## src/rtl/axis_packer.sv

```systemverilog
// axis_packer: packs RATIO narrow beats into one registered wide word, with early partial flush.
// Define AXIS_PACKER_TIMEOUT_EN to also flush a partial word after TIMEOUT idle cycles.
module axis_packer #(
    parameter int DATA_WIDTH = 8,
    parameter int RATIO      = 4,
    parameter int TIMEOUT    = 255
) (
    input  logic                            clock,
    input  logic                            resetn,
    input  logic [DATA_WIDTH-1:0]           idata,
    input  logic                            ivalid,
    output logic                            iready,
    input  logic                            flush,
    output logic [DATA_WIDTH*RATIO-1:0]     odata,
    output logic [$clog2(RATIO+1)-1:0]      ocount,
    output logic                            ovalid,
    input  logic                            oready
);
    localparam int W  = DATA_WIDTH * RATIO;
    localparam int FW = $clog2(RATIO);
    localparam int CW = $clog2(RATIO + 1);
    localparam logic [FW-1:0] LAST = FW'(RATIO - 1);
    logic [W-1:0]  acc, merged;
    logic [FW-1:0] fill;
    logic          pend, slot, acc_in, full, emit, timeout_hit;
    assign slot   = !ovalid || oready;
    assign iready = resetn && (fill < LAST || slot);
    assign acc_in = ivalid && iready;
    assign full   = acc_in && fill == LAST;
    assign emit   = full || ((flush || pend || timeout_hit) && slot && (fill != '0 || acc_in));
    // accumulator with this cycle's beat dropped into lane fill
    assign merged = acc | ((acc_in ? W'(idata) : '0) << (fill * DATA_WIDTH));
`ifdef AXIS_PACKER_TIMEOUT_EN
    localparam int TW = $clog2(TIMEOUT + 1);
    logic [TW-1:0] timer;
    assign timeout_hit = timer == TW'(TIMEOUT);
    always_ff @(posedge clock or negedge resetn) begin
        if (!resetn)
            timer <= '0;
        else
            timer <= (acc_in || emit) ? '0 : (fill != '0 && !timeout_hit) ? timer + TW'(1) : timer;
    end
`else
    assign timeout_hit = 1'b0;
`endif
    always_ff @(posedge clock or negedge resetn) begin
        if (!resetn) begin
            acc    <= '0;
            fill   <= '0;
            pend   <= 1'b0;
            odata  <= '0;
            ocount <= '0;
            ovalid <= 1'b0;
        end else begin
            if (emit) begin
                odata  <= merged;
                ocount <= full ? CW'(RATIO) : CW'(fill) + CW'(acc_in);
                ovalid <= 1'b1;
                acc    <= '0;
                fill   <= '0;
            end else begin
                ovalid <= ovalid && !oready;
                if (acc_in) begin
                    acc  <= merged;
                    fill <= fill + FW'(1);
                end
            end
            // a flush that cannot leave now waits for the output slot
            pend <= !emit && (pend || (flush && (fill != '0 || acc_in)));
        end
    end
endmodule

```

## config.mk

```make
export PLATFORM = sky130hd
export DESIGN_NAME = axis_packer
export DESIGN_NICKNAME = d
export VERILOG_FILES = /design/src/rtl/axis_packer.sv
export SDC_FILE = /design/constraint.sdc
export NUM_CORES = 1
export LEC_CHECK = 0
export CELL_PAD_IN_SITES_DETAIL_PLACEMENT = 1
export CELL_PAD_IN_SITES_GLOBAL_PLACEMENT = 2
export CORE_MARGIN = 4
export CORE_UTILIZATION = 45
export CTS_BUF_LIST = sky130_fd_sc_hd__clkbuf_8
export CTS_CLUSTER_DIAMETER = 40
export DETAILED_ROUTE_END_ITERATION = 12
export DONT_BUFFER_PORTS = 1
export PLACE_DENSITY_LB_ADDON = 0.3
export SYNTH_ARGS = -nofsm -noshare
export SYNTH_HDL_FRONTEND = slang
export SYNTH_SLANG_ARGS = --single-unit
export TNS_END_PERCENT = 100
```

## constraint.sdc

```tcl
create_clock -name clock -period 4.4 [get_ports clock]
set_clock_uncertainty 0.2 [all_clocks]
set_input_delay 0.88 -clock clock [delete_from_list [all_inputs] [get_ports clock]]
set_output_delay 0.88 -clock clock [all_outputs]
set_load 0.01 [all_outputs]
```

==> flow_summary.json <==
{
  "outcome": "completed",
  "tightest_slew_ns": 0.757,
  "synth_top_family_by_area": "multiplexers",
  "endpoint_kind": "primary output",
  "period_share": 0.663,
  "cts_resized": 0,
  "die_width_um": 88.6,
  "io_pins": 50,
  "grt_usage": 0.174,
  "clk_pin_slew_ns": 0.08,
  "r2r_end": "odata[14]$_DFFE_PN0P_",
  "grt_pass1_wl_mm": 9.84,
  "rsz0062_at_grt": "no",
  "fin_tns_setup_ns": 0,
  "htreeDepth": 3,
  "drv_cap": 0,
  "netlist_area_um2": 2920,
  "layout_commonest_cell": "dfrtp_1",
  "cts-root-buf": "clkbuf_8",
  "avgSynthCellArea_um2": 12.4,
  "critPathLaunchType": "flip-flop",
  "ant_nets": 0,
  "floorplan.initialDensity": 0.463,
  "setup_viol": 0,
  "yosysWarnings": 0,
  "die-height_um": 88.6,
  "synth_cells": 235,
  "cts_setup_buffers": 0,
  "place_inst": 305,
  "synthDistinctLibCells": 30,
  "synth_compound_area_frac": 0.0865,
  "combPwrFrac": 0.253,
  "timing.final.crit_period_ns": 2.92,
  "fmaxAchievable_mhz": 343,
  "synth-xor-area-share": 0.00300,
  "rrSetupSlack_ns": 1.64,
  "drc": 0,
  "yosys.area_share.simple": 0.101,
  "path_class": "flip-flop to primary output",
  "cts.sinks": 71,
  "synth_area_leaders": "dfrtp_1, mux2i_1, a21oi_1",
  "finalWeightedCongestion": 0.708,
  "grt.overflow.total": 0,
  "core_um2": 6310,
  "final_area_um2": 3230,
  "drive_gt1_frac": 0.134,
  "numCtsBuffers": 9,
  "reg2reg_depth": 6,
  "max-clock-path-buffers": 2,
  "grt_max_degree": 76,
  "synth_top_cell_by_area": "dfrtp_1",
  "required_ns": 3.32,
  "port_buffers": 0,
  "yosys-mux-area-fraction": 0.122,
  "rows": 29,
  "p_sw_frac": 0.337,
  "cts_tree": "done",
  "ys_ff_latch": 71,
  "fillers": 680,
  "cp.arrival_ns": 1.84,
  "p_sw_w": 0.000749,
  "diodes": 0,
  "p_int_w": 0.00148,
  "startpoint": "fill[0]$_DFFE_PN0P_",
  "post-dp-hpwl_mm": 3.87,
  "relSlewSlack": 0.494,
  "synth_fp_nets": 252,
  "synth_flop_cell": "dfrtp_1",
  "synth-edff-count": 0,
  "min_path_type": "input port to asynchronous set/reset pin",
  "wl_mm": 6.16,
  "leakagePower_nw": 1.62,
  "avgRoutedWirePerCell_um": 19.0,
  "p_clk_frac": 0.277,
  "vias": 1702,
  "first_pass_iters": 3,
  "layout.nets": 259,
  "final_cells": 324,
  "pwr-share-seq": 0.470,
  "ir_worst_vdd_v": 0.000341,
  "syn_to_final_growth_pct": 10.4,
  "antenna_found_initial": 0,
  "synthAdderAreaFrac": 0.0171,
  "via_per_inst": 5.25,
  "first_iter_violations": 88,
  "place_area_um2": 2960,
  "cellPowerDensity_nw_per_um2": 689,
  "critPathMaxFanout": 8,
  "clkLatencyLatePin_ns": 0.35,
  "die_area_um2": 7850,
  "p_total_w": 0.00222,
  "synth_async_sr_flop_share": 1.00,
  "final_cell_mix": "dfrtp_1, nor2_1, a21oi_1",
  "r2r-start": "fill[0]$_DFFE_PN0P_",
  "drv_slew": 0,
  "synth_top_area_frac": 0.608,
  "hold_violations": 0,
  "yosysSeqAreaShare": 0.608,
  "grt_pass1_vias": 1863
}
-- per-stage QoR --
step,worst slack [ns],hold WS (ns),utilization
after floorplan,1.90,0.249,-
after global placement,1.57,0.264,0.468
after detailed placement,1.52,0.274,0.468
after CTS,1.46,0.00757,0.507
after global routing,1.36,0.00144,0.511
final,1.48,0.0275,0.511
-- cells in the mapped netlist, types with 3 or more instances --
master and count:
nor4_4 4, a21o_1 8, inv_1 25, buf_6 5, o21ai_0 3, mux2i_1 24, mux2_4 7, and2_1 8
dfrtp_1 71, nor2_1 27, a21oi_1 27, ha_1 4
-- flip-flops by register name, summed over array words and instances, names as in the netlist --
name	count
odata	32
ovalid	1
fill	2
acc	32
pend	1
ocount	3
-- layer usage --
| metal | share of wire | vias to the layer above | global-route usage | wire, µm |
|---|---|---|---|---|
| met5 | 0 | - | 0 | 0 |
| met4 | 0.018 | 0 | 0.0810 | 113 |
| met3 | 0.058 | 11 | 0.0670 | 359 |
| met2 | 0.50 | 39 | 0.261 | 3050 |
| met1 | 0.43 | 863 | 0.223 | 2640 |
| li1 | - | 789 | - | - |
-- logic make-up after synthesis --
family | count (synthesis)
AO/OA/AOI/OAI | 43
XOR/XNOR | 1
adder cells (fa/ha/maj) | 4
buffers and inverters | 36
flip-flops | 71
multiplexers | 32
AND/OR/NAND/NOR | 48
-- worst max-delay path by stage --
stage	endpoint	cells past startpoint
after floorplan	iready	3
after global placement	odata[22]$_DFFE_PN0P_	5
after detailed placement	odata[10]$_DFFE_PN0P_	5
after CTS	iready	3
after global routing	iready	3
final	iready	3
-- layout make-up --
| type | count | area (µm²) | area share |
|---|---|---|---|
| Clock buffer | 13 | 179 | 0.0554 |
| Clock inverter | 3 | 63.8 | 0.0198 |
| Inverter | 27 | 104 | 0.0322 |
| Multi-Input combinational cell | 128 | 963 | 0.298 |
| Sequential cell | 71 | 1780 | 0.550 |
| Tap cell | 77 | 96.3 | 0.0298 |
| Timing Repair Buffer | 5 | 45.0 | 0.0140 |
-- power by group through the flow --
stage | Combinational, W | Sequential [W] | Clock (W)
final | 0.000562 | 0.00105 | 0.000616
after global routing | 0.000642 | 0.00108 | 0.000664
after CTS | 0.000569 | 0.00105 | 0.000625
after detailed placement | 0.000561 | 0.00106 | 0
after global placement | 0.000545 | 0.00106 | 0
after floorplan | 0.000503 | 0.00102 | 0
-- worst max-delay path, cell delays in order, from the launching register on --
cell and delay, ns:
dfrtp_1 0.58, ha_1 0.25, and3b_1 0.49, nor2b_1 0.16
-- repair_timing --
| action | CTS | global route |
|---|---|---|
| hold endpoints to repair | 0 | 16 |
| hold buffers | 0 | 3 |
| endpoints found under the setup margin | 0 | 0 |
(Power assumes the default switching activity.)
